==> src/rtl/sevenseg_pkg.sv <==
// Shared seven-segment definitions: segment patterns, reverse lookup and the
// capture FSM state type.
package sevenseg_pkg;

    localparam logic [6:0] SEG_0     = 7'h3F;
    localparam logic [6:0] SEG_1     = 7'h06;
    localparam logic [6:0] SEG_2     = 7'h5B;
    localparam logic [6:0] SEG_3     = 7'h4F;
    localparam logic [6:0] SEG_4     = 7'h66;
    localparam logic [6:0] SEG_5     = 7'h6D;
    localparam logic [6:0] SEG_6     = 7'h7D;
    localparam logic [6:0] SEG_7     = 7'h07;
    localparam logic [6:0] SEG_8     = 7'h7F;
    localparam logic [6:0] SEG_9     = 7'h6F;
    localparam logic [6:0] SEG_A     = 7'h77;
    localparam logic [6:0] SEG_B     = 7'h7C;
    localparam logic [6:0] SEG_C     = 7'h39;
    localparam logic [6:0] SEG_D     = 7'h5E;
    localparam logic [6:0] SEG_E     = 7'h79;
    localparam logic [6:0] SEG_F     = 7'h71;
    localparam logic [6:0] SEG_BLANK = 7'h00;

    typedef enum logic [1:0] {IDLE, TRACK, HOLD} cap_state_t;

    // Returns {valid, blank, hex}; both flags low means an undecodable pattern.
    function automatic logic [5:0] seg_to_hex(input logic [6:0] seg);
        logic [5:0] r;
        r = 6'b000000;
        case (seg)
            SEG_0:     r = {2'b10, 4'h0};
            SEG_1:     r = {2'b10, 4'h1};
            SEG_2:     r = {2'b10, 4'h2};
            SEG_3:     r = {2'b10, 4'h3};
            SEG_4:     r = {2'b10, 4'h4};
            SEG_5:     r = {2'b10, 4'h5};
            SEG_6:     r = {2'b10, 4'h6};
            SEG_7:     r = {2'b10, 4'h7};
            SEG_8:     r = {2'b10, 4'h8};
            SEG_9:     r = {2'b10, 4'h9};
            SEG_A:     r = {2'b10, 4'hA};
            SEG_B:     r = {2'b10, 4'hB};
            SEG_C:     r = {2'b10, 4'hC};
            SEG_D:     r = {2'b10, 4'hD};
            SEG_E:     r = {2'b10, 4'hE};
            SEG_F:     r = {2'b10, 4'hF};
            SEG_BLANK: r = {2'b01, 4'h0};
            default:   r = 6'b000000;
        endcase
        return r;
    endfunction

endpackage

==> src/rtl/module_sevenseg_capture_if.sv <==
// Pin-level display bus plus the capture results and FSM debug state.
// update_o is a single-cycle strobe with no back-pressure: update_idx_o is
// qualified by update_o and must be consumed in the cycle it is high.
interface module_sevenseg_capture_if #(
    parameter int N_DIGITS = 4
);
    import sevenseg_pkg::*;

    localparam int IDX_W = (N_DIGITS > 1) ? $clog2(N_DIGITS) : 1;

    logic [6:0]            seg_i;
    logic [N_DIGITS-1:0]   an_i;
    logic                  err_clr_i;
    logic [4*N_DIGITS-1:0] digits_o;
    logic [N_DIGITS-1:0]   digit_valid_o;
    logic                  update_o;
    logic [IDX_W-1:0]      update_idx_o;
    logic                  err_o;
    cap_state_t            state_dbg;

    modport master (
        output seg_i, an_i, err_clr_i,
        input  digits_o, digit_valid_o, update_o, update_idx_o, err_o, state_dbg
    );

    modport slave (
        input  seg_i, an_i, err_clr_i,
        output digits_o, digit_valid_o, update_o, update_idx_o, err_o, state_dbg
    );

endinterface

==> src/rtl/module_sevenseg_decode.sv <==
// Combinational reverse lookup from a segment pattern to {valid, blank, hex}.
module module_sevenseg_decode
    import sevenseg_pkg::*;
(
    input  logic [6:0] seg,
    output logic       valid,
    output logic       blank,
    output logic [3:0] hex
);

    assign {valid, blank, hex} = seg_to_hex(seg);

endmodule

==> src/rtl/module_sevenseg_capture.sv <==
// Rebuilds per-digit hex values from a scanned seven-segment bus: synchronise,
// wait for a stable one-hot sample, then write the selected digit register.
module module_sevenseg_capture
    import sevenseg_pkg::*;
#(
    parameter int N_DIGITS      = 4,
    parameter int STABLE_CYCLES = 4
) (
    input  logic clk,
    input  logic rst_n,
    module_sevenseg_capture_if.slave bus
);

    localparam int IDX_W = (N_DIGITS > 1) ? $clog2(N_DIGITS) : 1;
    localparam int CW    = (STABLE_CYCLES > 1) ? $clog2(STABLE_CYCLES + 1) : 1;
    localparam logic [CW-1:0] CNT_LAST = CW'(STABLE_CYCLES - 1);
    localparam logic [CW-1:0] CNT_SAT  = {CW{1'b1}};

    logic [N_DIGITS-1:0]   an_s1, an_s2;
    logic [6:0]            seg_s1, seg_s2;
    logic [N_DIGITS+6:0]   s_prev;
    logic [N_DIGITS-1:0]   an_low;
    logic                  one_hot, changed, capture;
    logic [IDX_W-1:0]      sel_idx;
    logic                  dec_valid, dec_blank;
    logic [3:0]            dec_hex;
    cap_state_t            state, state_n;
    logic [CW-1:0]         cnt, cnt_n;
    logic [4*N_DIGITS-1:0] digits_q;
    logic [N_DIGITS-1:0]   valid_q;
    logic                  upd_q, err_q;
    logic [IDX_W-1:0]      upd_idx_q;

    assign an_low  = ~an_s2;
    assign one_hot = (an_low != '0) && ((an_low & (an_low - 1'b1)) == '0);
    assign changed = ({an_s2, seg_s2} != s_prev);

    // Lowest driven (low) digit-select line gives the capture index.
    always_comb begin
        sel_idx = '0;
        for (int i = N_DIGITS - 1; i >= 0; i--) begin
            if (!an_s2[i]) sel_idx = IDX_W'(i);
        end
    end

    module_sevenseg_decode u_decode (
        .seg   (seg_s2),
        .valid (dec_valid),
        .blank (dec_blank),
        .hex   (dec_hex)
    );

    // Two-flop synchronisers and the previous-sample register.
    always_ff @(posedge clk or negedge rst_n) begin
        if (!rst_n) begin
            an_s1  <= '0;
            an_s2  <= '0;
            seg_s1 <= '0;
            seg_s2 <= '0;
            s_prev <= '0;
        end else begin
            an_s1  <= bus.an_i;
            an_s2  <= an_s1;
            seg_s1 <= bus.seg_i;
            seg_s2 <= seg_s1;
            s_prev <= {an_s2, seg_s2};
        end
    end

    // FSM state and stability counter.
    always_ff @(posedge clk or negedge rst_n) begin
        if (!rst_n) begin
            state <= IDLE;
            cnt   <= '0;
        end else begin
            state <= state_n;
            cnt   <= cnt_n;
        end
    end

    // Next state: restart the count on any change, capture once per stable run.
    always_comb begin
        state_n = state;
        cnt_n   = cnt;
        capture = 1'b0;
        case (state)
            IDLE: begin
                cnt_n = '0;
                if (one_hot) state_n = TRACK;
            end
            TRACK: begin
                if (changed) begin
                    cnt_n   = '0;
                    state_n = one_hot ? TRACK : IDLE;
                end else if (cnt >= CNT_LAST) begin
                    capture = 1'b1;
                    state_n = HOLD;
                end else begin
                    cnt_n = (cnt == CNT_SAT) ? cnt : cnt + CW'(1);
                end
            end
            HOLD: begin
                if (changed) begin
                    cnt_n   = '0;
                    state_n = one_hot ? TRACK : IDLE;
                end
            end
            default: begin
                state_n = IDLE;
                cnt_n   = '0;
            end
        endcase
    end

    // Digit register file, update strobe and sticky error flag.
    always_ff @(posedge clk or negedge rst_n) begin
        if (!rst_n) begin
            digits_q  <= '0;
            valid_q   <= '0;
            upd_q     <= 1'b0;
            upd_idx_q <= '0;
            err_q     <= 1'b0;
        end else begin
            upd_q <= 1'b0;
            if (capture) begin
                if (dec_valid) begin
                    digits_q[{sel_idx, 2'b00} +: 4] <= dec_hex;
                    valid_q[sel_idx]                <= 1'b1;
                    upd_q                           <= 1'b1;
                    upd_idx_q                       <= sel_idx;
                end else if (dec_blank) begin
                    valid_q[sel_idx] <= 1'b0;
                    upd_q            <= 1'b1;
                    upd_idx_q        <= sel_idx;
                end else begin
                    valid_q[sel_idx] <= 1'b0;
                end
            end
            if (capture && !dec_valid && !dec_blank) begin
                err_q <= 1'b1;
            end else if (bus.err_clr_i) begin
                err_q <= 1'b0;
            end
        end
    end

    assign bus.digits_o      = digits_q;
    assign bus.digit_valid_o = valid_q;
    assign bus.update_o      = upd_q;
    assign bus.update_idx_o  = upd_idx_q;
    assign bus.err_o         = err_q;
    assign bus.state_dbg     = state;

endmodule

==> src/flat_wrapper.sv <==
// flat-port wrapper written by rule: the top's interface ports become plain ports
module module_sevenseg_capture_flat import sevenseg_pkg::*;
#(
    parameter int N_DIGITS      = 4,
    parameter int STABLE_CYCLES = 4
)
  (clk, rst_n, bus_seg_i, bus_an_i, bus_err_clr_i, bus_digits_o, bus_digit_valid_o, bus_update_o, bus_update_idx_o, bus_err_o, bus_state_dbg);
  module_sevenseg_capture_if #(.N_DIGITS(N_DIGITS)) bus_i ();
  input  logic clk;
  input  logic rst_n;
  input wire logic [$bits(bus_i.seg_i)-1:0] bus_seg_i;
  input wire logic [$bits(bus_i.an_i)-1:0] bus_an_i;
  input wire logic [$bits(bus_i.err_clr_i)-1:0] bus_err_clr_i;
  output wire logic [$bits(bus_i.digits_o)-1:0] bus_digits_o;
  output wire logic [$bits(bus_i.digit_valid_o)-1:0] bus_digit_valid_o;
  output wire logic [$bits(bus_i.update_o)-1:0] bus_update_o;
  output wire logic [$bits(bus_i.update_idx_o)-1:0] bus_update_idx_o;
  output wire logic [$bits(bus_i.err_o)-1:0] bus_err_o;
  output wire logic [$bits(bus_i.state_dbg)-1:0] bus_state_dbg;
  assign bus_i.seg_i = bus_seg_i;
  assign bus_i.an_i = bus_an_i;
  assign bus_i.err_clr_i = bus_err_clr_i;
  assign bus_digits_o = bus_i.digits_o;
  assign bus_digit_valid_o = bus_i.digit_valid_o;
  assign bus_update_o = bus_i.update_o;
  assign bus_update_idx_o = bus_i.update_idx_o;
  assign bus_err_o = bus_i.err_o;
  assign bus_state_dbg = bus_i.state_dbg;
  module_sevenseg_capture #(.N_DIGITS(N_DIGITS), .STABLE_CYCLES(STABLE_CYCLES)) u_core (.clk(clk), .rst_n(rst_n), .bus(bus_i));
endmodule
==> config.mk <==
export PLATFORM = sky130hd
export DESIGN_NAME = module_sevenseg_capture_flat
export DESIGN_NICKNAME = d
export VERILOG_FILES = /design/src/rtl/sevenseg_pkg.sv /design/src/rtl/module_sevenseg_capture_if.sv /design/src/rtl/module_sevenseg_decode.sv /design/src/rtl/module_sevenseg_capture.sv /design/src/flat_wrapper.sv
export SDC_FILE = /design/constraint.sdc
export NUM_CORES = 1
export LEC_CHECK = 0
export ABC_AREA = 1
export CORE_MARGIN = 10
export CORE_UTILIZATION = 43
export CTS_BUF_LIST = sky130_fd_sc_hd__clkbuf_8
export CTS_CLUSTER_SIZE = 25
export DETAILED_ROUTE_END_ITERATION = 12
export GPL_TIMING_DRIVEN = 0
export HOLD_SLACK_MARGIN = 0.1
export PLACE_DENSITY = 0.77
export SLEW_MARGIN = 15
export SYNTH_ARGS = -nofsm -noshare
export SYNTH_HDL_FRONTEND = slang
export SYNTH_SLANG_ARGS = --single-unit
==> constraint.sdc <==
create_clock -name clk -period 3.5 [get_ports clk]
set_input_delay 0.35 -clock clk [delete_from_list [all_inputs] [get_ports clk]]
set_output_delay 0.35 -clock clk [all_outputs]
set_load 0.02 [all_outputs]
==> out/qor.txt, run 1 <==
Final Hold Viols: 0
CTS Hold Bufs: 0
Final Skew: 0.00587 ns
Worst EP required: 3.78 ns
largest net degree at the start of global routing: 63
area grow syn2layout: 22.3%
Slew headroom: 50.0%
Synth cell types: 26
Synth async-reset ratio: 100%
P_sw: 0.388 mW
max incr delay on CP: 0.52 ns
Netlist Area Pre-Place: 2970 sq um
Buf+Inv Stages, Crit Path: 3
Worst Tran Pin Value: 0.750 ns
CTS buffer count: 9
top cell type's share of synthesized area: 52.3%
Cell Int Power: 1.08 mW
Util after Layout: 53.7%
#FFs+latches synth: 62
die area: 10,600 sq um
Core Region: 6760 sq um
Clock Sinks: 62
CTS tree: done
initial antenna violation count: 0
critical path launch point type: flop
vias per inst: 4.96
Layout Nets: 445
clk slew on worst S/H paths: 0.06 ns
status: completed
M1 WL: 2750 um
Core Rows: 30
DRT antenna net count: 0
Synth area leader: dfrtp_1
min Tclk post-route: 2.59 ns
f_max: 387 MHz
share of layout cells above drive strength 1: 7.71%
total power divided by cell area: 405 nW/um^2
Die X: 103 um
Die Span Y: 103 um
Initial DRC Count: 106
part of the power in combinational logic: 10.4%
htree depth: 3
Setup crit end kind: flop
port buffer count: 39
DR WL met3: 407 um
CTS resizes: 0
Post-synth EDFFs: 0
fill count: 639
Mean Syn Cell Area: 7.94 sq um
CP max-delay cell: a21oi_1
Max rail drop VDD: 297 uV
vias in the first global route: 2,485
sequential cell area: 1550 sq um
worst setup path class: flop to flop
area of the multi-input gates: 1240 sq um
hpwl dp: 4810 um
Lkg Pwr: 1.90 nW
Seq pwr share: 51.9%
drt total wl: 6250 um
max cap viols: 0
TNS Setup: 0 ns
Seq/Total Area, Yosys: 52.3%
# setup viols final: 0
Gate Count Post-Synth: 374
DRC Markers: 0
first-pass GRT wire length: 10,700 um
max layer used: met4
crit path from: u_core.an_s2[3]$_DFF_PN0_
1st-pass router iterations: 4
Clock power frac: 37.7%
post-route cell area: 3630 sq um
hold_ws: 0.0588 ns
CP max FO: 10
critical-path cell list: inv_1, nand2_1, a21oi_1, inv_1, ha_1, buf_1, nand2_1, nor2_1, nand3_1, nand2_1
most common cell after layout, fill and taps aside: nand2_1
wire per inst: 12.3 um
unrepaired setup endpoints after global routing: false
Synth Warn #: 0
Global Route Usage Sum: 12.7%
ranking of synthesized cells by area: dfrtp_1 52%, nand2_1 17%, nand3_1 7.4%
grt ovf: 0
ys flop type: dfrtp_1
Top-Level Pins: 40
root buf cell: clkbuf_8
RR Startpoint: u_core.an_s2[3]$_DFF_PN0_
sw frac: 26.4%
Bufs on Longest Clock Path: 2
most frequent cells in the layout: 133 x nand2_1, 62 x dfrtp_1, 51 x nor2_1
CP arrival: 2.87 ns
ant diodes: 0
Synth Net Count: 395
via count: 2,522
Met2 Wirelength: 2990 um
Hold/Removal Path Class: primary input to async pin
placer congestion estimate: 0.890
Final Cycle Share: 73.9%
Slew Limit Fails: 0
postcts setup bufs: 0
cell mode on critical path: nand2_1
post-route total power: 1.47 mW
Clk Latency, worst-skew pair: 0.34 ns
Post-DP Area: 3460 sq um
cell family with most CP delay: buffers and inverters
Initial Util: 43.9%
[stage by stage]
step,worst slack [ns],instances
2_1_floorplan,1.41,374
3_3_place_gp,0.133,493
3_5_place_dp,0.976,493
4_1_cts,0.957,508
5_1_grt,0.594,508
6_report,0.913,508
[cell families (layout without fill, tap and decap cells)]
kind of cell	after synthesis	in the layout	share of synthesized area, %
compound gates	10	10	1.85
xor+xnor	5	5	1.47
fa+ha+maj	7	7	2.95
buf+inv	43	97	5.81
flops	62	62	52.3
simple gates	247	247	35.7
[Yosys cell counts (4+ instances only)]
cell / n
nand4_1: 6
nand2_1: 133
dfrtp_1: 62
nor2_4: 4
nand3_1: 44
nor2_1: 51
xnor2_1: 4
o21ai_0: 5
inv_1: 33
ha_1: 7
[power by group through the flow]
stage,clock [mW],combinational [mW],sequential (mW)
3_5_place_dp,0,0.154,0.777
2_1_floorplan,0,0.0884,0.778
4_1_cts,0.573,0.155,0.764
5_1_grt,0.610,0.176,0.769
6_report,0.555,0.153,0.764
3_3_place_gp,0,0.152,0.775
[worst paths after layout]
kind / to / slack [ns] / cells after the start
max in group asynchronous: u_core.seg_s2[0]$_DFF_PN0_ / 2.92 / 1
min: async pin / 0.06 / 1
min reg2reg: u_core.seg_s2[5]$_DFF_PN0_ / 0.35 / 0
max: u_core.bus.digits_o[11]$_DFFE_PN0P_ / 0.91 / 10
min in group clk: u_core.seg_s2[5]$_DFF_PN0_ / 0.35 / 0
max reg2reg: u_core.bus.digits_o[11]$_DFFE_PN0P_ / 0.91 / 10
[layout make-up]
type                    instances  area share [%]
multi-input cells             269            34.3
well taps                      80            2.76
clock inverters                 4           0.620
inverters                      37            3.82
plain buffers                   6           0.930
flip-flops and latches         62            42.7
clock buffers                  11            4.17
repair buffers                 39            10.7
[registers in the layout, summed over array words and instances (netlist names), named ones only]
| signal | flops |
|---|---|
| u_core.bus.digits_o | 16 |
| u_core.bus.state_dbg | 2 |
| u_core.bus.update_o | 1 |
| u_core.an_s1 | 4 |
| u_core.seg_s1 | 7 |
| u_core.seg_s2 | 7 |
| u_core.bus.update_idx_o | 2 |
| u_core.cnt | 3 |
| u_core.an_s2 | 4 |
| u_core.bus.err_o | 1 |
| u_core.s_prev | 11 |
[per-layer routing]
layer | vias to the layer above | track usage [%]
met5 | - | 0
met4 | 0 | 5.99
met3 | 13 | 4.16
met2 | 68 | 20.4
met1 | 1173 | 15.1
li1 | 1268 | -
Power figures use the tool's default switching activity.
==> run 2, diff against run 1 <==
--- a/config.mk
+++ b/config.mk
@@ -13,7 +13,7 @@
 export DETAILED_ROUTE_END_ITERATION = 12
 export GPL_TIMING_DRIVEN = 0
 export HOLD_SLACK_MARGIN = 0.1
-export PLACE_DENSITY = 0.77
+export PLACE_DENSITY = 0.79
 export SLEW_MARGIN = 15
 export SYNTH_ARGS = -nofsm -noshare
 export SYNTH_HDL_FRONTEND = slang
==> constraint.sdc (replaced) <==
create_clock -name clk -period 2.3 [get_ports clk]
set_input_delay 0.23 -clock clk [delete_from_list [all_inputs] [get_ports clk]]
set_output_delay 0.23 -clock clk [all_outputs]
set_load 0.02 [all_outputs]
==> out/qor.txt, run 2 (synthesized netlist as in run 1, its figures left out) <==
f_max: 487 MHz
CP max FO: 10
drt total wl: 6350 um
die area: 10,600 sq um
largest net degree at the start of global routing: 63
Core Rows: 30
htree depth: 3
postcts setup bufs: 0
Top-Level Pins: 40
Final Hold Viols: 0
Die X: 103 um
Bufs on Longest Clock Path: 2
Clk Latency, worst-skew pair: 0.34 ns
critical-path cell list: nand2_1, a21oi_1, inv_1, ha_2, nand2_1, nor2_1, nand3_1, nand2_1
unrepaired setup endpoints after global routing: false
Slew Limit Fails: 0
root buf cell: clkbuf_8
min Tclk post-route: 2.05 ns
placer congestion estimate: 0.889
# setup viols final: 0
reg2reg path depth: 8
Final Skew: 0.0109 ns
initial antenna violation count: 0
Hold/Removal Path Class: primary input to flop
Clock Sinks: 62
most frequent cells in the layout: 133 x nand2_1, 62 x dfrtp_1, 51 x nor2_1
Global Route Usage Sum: 12.5%
CTS buffer count: 9
status: completed
port buffer count: 39
Reg-to-Reg End: u_core.bus.digits_o[10]$_DFFE_PN0P_
clk slew on worst S/H paths: 0.07 ns
Reg2Reg Setup Slack: 0.25 ns
CTS tree: done
area grow syn2layout: 24.9%
Max rail drop VDD: 481 uV
first-pass GRT wire length: 10,500 um
setup ws final: 0.247 ns
hold_ws: 0.328 ns
cell mode on critical path: nand2_1
1st-pass router iterations: 4
vias per inst: 4.93
via count: 2,507
CP arrival: 2.33 ns
Setup WS pre-CTS: -0.206 ns
crit path from: u_core.an_s2[1]$_DFF_PN0_
worst setup path class: flop to flop
Final Cycle Share: 89.3%
ant diodes: 0
DRC Markers: 0
Core Region: 6760 sq um
RR Startpoint: u_core.an_s2[1]$_DFF_PN0_
Die Span Y: 103 um
most common cell after layout, fill and taps aside: nand2_1
Initial DRC Count: 165
fill count: 627
Setup crit end kind: flop
Layout Nets: 445
Slew headroom: 49.9%
wire per inst: 12.5 um
Post-DP Area: 3460 sq um
CP max-delay cell: dfrtp_1
grt ovf: 0
max reg flops: 16
Setup crit end: u_core.bus.digits_o[10]$_DFFE_PN0P_
Initial Util: 43.9%
DRT antenna net count: 0
post-route cell area: 3710 sq um
max cap viols: 0
vias in the first global route: 2,408
hpwl dp: 4790 um
max incr delay on CP: 0.47 ns
Worst Tran Pin Value: 0.751 ns
Lkg Pwr: 1.93 nW
critical path launch point type: flop
Worst EP required: 2.57 ns
total power divided by cell area: 670 nW/um^2
share of layout cells above drive strength 1: 8.39%
TNS Setup: 0 ns
## run 2: routing by layer
metal  part of all wire, %  track usage, %  routed length, um
met1                    44            13.7               2800
met2                    48            21.5               3050
met3                   5.8            3.75                371
met4                   2.0            5.99                130
met5                     0               0                  0
## run 2: report_power, final
part | internal, mW | leakage [nW] | switching, mW
combinational | 0.0863 | 1.03 | 0.153
clock | 0.669 | 0.116 | 0.413
sequential | 1.13 | 0.788 | 0.0358
total | 1.88 | 1.93 | 0.603
## run 2: critical path, delay by kind of cell, from the launching register on
family / cells / cell delay (ns)
simple gates: 5 / 0.54
fa+ha+maj: 1 / 0.46
buf+inv: 1 / 0.17
flops: 1 / 0.47
compound gates: 1 / 0.35
## run 2: worst min path at each step
stage	cells after the start	slack, ns	from	to
CTS	1	0.32	bus_seg_i[6]	u_core.seg_s1[6]$_DFF_PN0_
finish	1	0.33	bus_an_i[1]	u_core.an_s1[1]$_DFF_PN0_
global placement	0	0.33	u_core.seg_s1[5]$_DFF_PN0_	u_core.seg_s2[5]$_DFF_PN0_
floorplan	0	-0.07	rst_n	async pin
detailed placement	0	0.33	u_core.seg_s1[2]$_DFF_PN0_	u_core.seg_s2[2]$_DFF_PN0_
global route	1	0.32	bus_seg_i[5]	u_core.seg_s1[5]$_DFF_PN0_
## run 2: repair_timing
action | 4_1_cts | 5_1_grt
hold endpoints to repair | 62 | 0
hold buffers | 1 | 0
cloned | 0 | 0
resized for setup | 1 | 2
setup endpoints to repair | 16 | 8
## run 2: stage by stage
| stage | utilization, % | total power, mW | instances |
|---|---|---|---|
| finish | 54.9 | 2.49 | 509 |
| floorplan | - | 1.32 | 374 |
| global placement | 51.2 | 1.41 | 493 |
| detailed placement | 51.2 | 1.42 | 493 |
| CTS | 54.8 | 2.51 | 509 |
| global route | 54.9 | 2.59 | 509 |
## run 2: final cells by class
cell class	count	area, sq um	share of cell area [%]
clock buffers	11	151	4.08
well taps	80	100	2.70
flip-flops and latches	62	1550	41.8
repair buffers	40	398	10.7
inverters	37	139	3.74
plain buffers	5	30.0	0.809
clock inverters	5	81.3	2.19
multi-input cells	269	1260	33.9
==> run 3, diff against run 2 <==
==> constraint.sdc (replaced) <==
create_clock -name clk -period 2.3 [get_ports clk]
set_input_delay 0.46 -clock clk [delete_from_list [all_inputs] [get_ports clk]]
set_output_delay 0.46 -clock clk [all_outputs]
set_load 0.02 [all_outputs]
==> out/qor.txt, run 3 (synthesized netlist as in run 1, its figures left out) <==
Die X: 103 um
placer congestion estimate: 0.889
most frequent cells in the layout: 133 x nand2_1, 62 x dfrtp_1, 51 x nor2_1
critical-path cell list: nand2_1, a21oi_1, inv_1, ha_2, nand2_1, nor2_1, nand3_1, nand2_1
Cell Int Power: 1.88 mW
clk slew on worst S/H paths: 0.07 ns
unrepaired setup endpoints after global routing: false
CTS Hold Bufs: 0
port buffer count: 39
DRC Markers: 0
first-pass GRT wire length: 10,400 um
sw frac: 24.3%
vias per inst: 4.93
Hold/Removal Path Class: primary input to async pin
Clock Sinks: 62
Final Skew: 0.0109 ns
max cap viols: 0
Core Region: 6760 sq um
placed insts: 493
DRT antenna net count: 0
part of the power in combinational logic: 9.6%
P_sw: 0.603 mW
cell family with most CP delay: simple AND/OR/NAND/NOR gates
Slew Limit Fails: 0
final std cells w/o fill: 508
fill count: 628
Initial DRC Count: 140
area grow syn2layout: 24.6%
post-route cell area: 3700 sq um
Seq pwr share: 46.9%
Layout Nets: 444
CTS resizes: 1
wire per inst: 12.5 um
worst setup path class: flop to flop
hold_ws: 0.197 ns
post-route total power: 2.48 mW
hpwl dp: 4790 um
status: completed
CTS buffer count: 9
Post-DP Area: 3460 sq um
largest net degree at the start of global routing: 63
total power divided by cell area: 672 nW/um^2
Max rail drop VDD: 481 uV
grt ovf: 0
Global Route Usage Sum: 12.5%
CP arrival: 2.33 ns
via count: 2,505
share of layout cells above drive strength 1: 8.41%
min Tclk post-route: 2.05 ns
critical path launch point type: flop
Clk Latency, worst-skew pair: 0.34 ns
max reg flops: 16
Top-Level Pins: 40
Lkg Pwr: 1.93 nW
1st-pass router iterations: 4
sequential cell area: 1550 sq um
Final Cycle Share: 89.3%
most common cell after layout, fill and taps aside: nand2_1
initial antenna violation count: 0
Worst EP required: 2.57 ns
Setup crit end kind: flop
Final Hold Viols: 0
area of the multi-input gates: 1260 sq um
Core Rows: 30
postcts setup bufs: 0
die area: 10,600 sq um
ant diodes: 0
root buf cell: clkbuf_8
vias in the first global route: 2,405
CP max-delay cell: dfrtp_1
# setup viols final: 0
drt total wl: 6350 um
Buf+Inv Stages, Crit Path: 1
Clock power frac: 43.6%
max incr delay on CP: 0.47 ns
htree depth: 3
Die Span Y: 103 um
Bufs on Longest Clock Path: 2
f_max: 487 MHz
Slew headroom: 50.0%
Worst Tran Pin Value: 0.750 ns
CTS tree: done
CP max FO: 10
cell mode on critical path: nand2_1
Initial Util: 43.9%
[run 3: changes by cell type in the layout (fill, tap and decap cells not counted), sizes merged]
| cell | change |
|---|---|
| dlygate4sd3 | -1 |
[run 3: final cells by class]
cell class	instances	area share, %
Tap cell	80	2.71
Timing Repair Buffer	39	10.5
Multi-Input combinational cell	269	34.0
Clock inverter	5	2.20
Clock buffer	11	4.09
Buffer	5	0.812
Sequential cell	62	41.9
Inverter	37	3.75
[run 3: power by group through the flow]
stage	Clock (mW)	Combinational, mW	Sequential (mW)
final	1.08	0.238	1.16
after global routing	1.15	0.272	1.17
after CTS	1.11	0.239	1.16
after detailed placement	0	0.236	1.18
after global placement	0	0.231	1.18
after floorplan	0	0.134	1.18
[run 3: worst paths after layout]
check / start / slack (ns) / to / cells past startpoint
setup / recovery: u_core.an_s2[1]$_DFF_PN0_ / 0.25 / u_core.bus.digits_o[10]$_DFFE_PN0P_ / 8
hold / removal: rst_n / 0.20 / u_core.bus.digits_o[12]$_DFFE_PN0P_ / 1
setup reg to reg: u_core.an_s2[1]$_DFF_PN0_ / 0.25 / u_core.bus.digits_o[10]$_DFFE_PN0P_ / 8
hold reg to reg: u_core.seg_s1[0]$_DFF_PN0_ / 0.34 / u_core.seg_s2[0]$_DFF_PN0_ / 0
max in group asynchronous: rst_n / 1.61 / u_core.s_prev[6]$_DFF_PN0_ / 1
min in group clk: u_core.seg_s1[0]$_DFF_PN0_ / 0.34 / u_core.seg_s2[0]$_DFF_PN0_ / 0
[run 3: stage by stage]
step	setup WS (ns)	utilization (%)	TNS (ns)
after floorplan	0.211	-	0
after global placement	-1.16	51.2	-72.50
after detailed placement	-0.206	51.2	-1.63
after CTS	0.145	54.6	0
after global routing	0.0423	54.8	0
final	0.247	54.8	0
[run 3: metal layers]
metal	global-route usage, %	share of wire (%)	vias to the layer above	routed length [um]
met4	5.99	2.0	0	130
met1	13.7	44	1170	2790
met2	21.5	48	53	3060
met3	3.75	5.9	12	374
li1	-	-	1270	-
met5	0	0	-	0
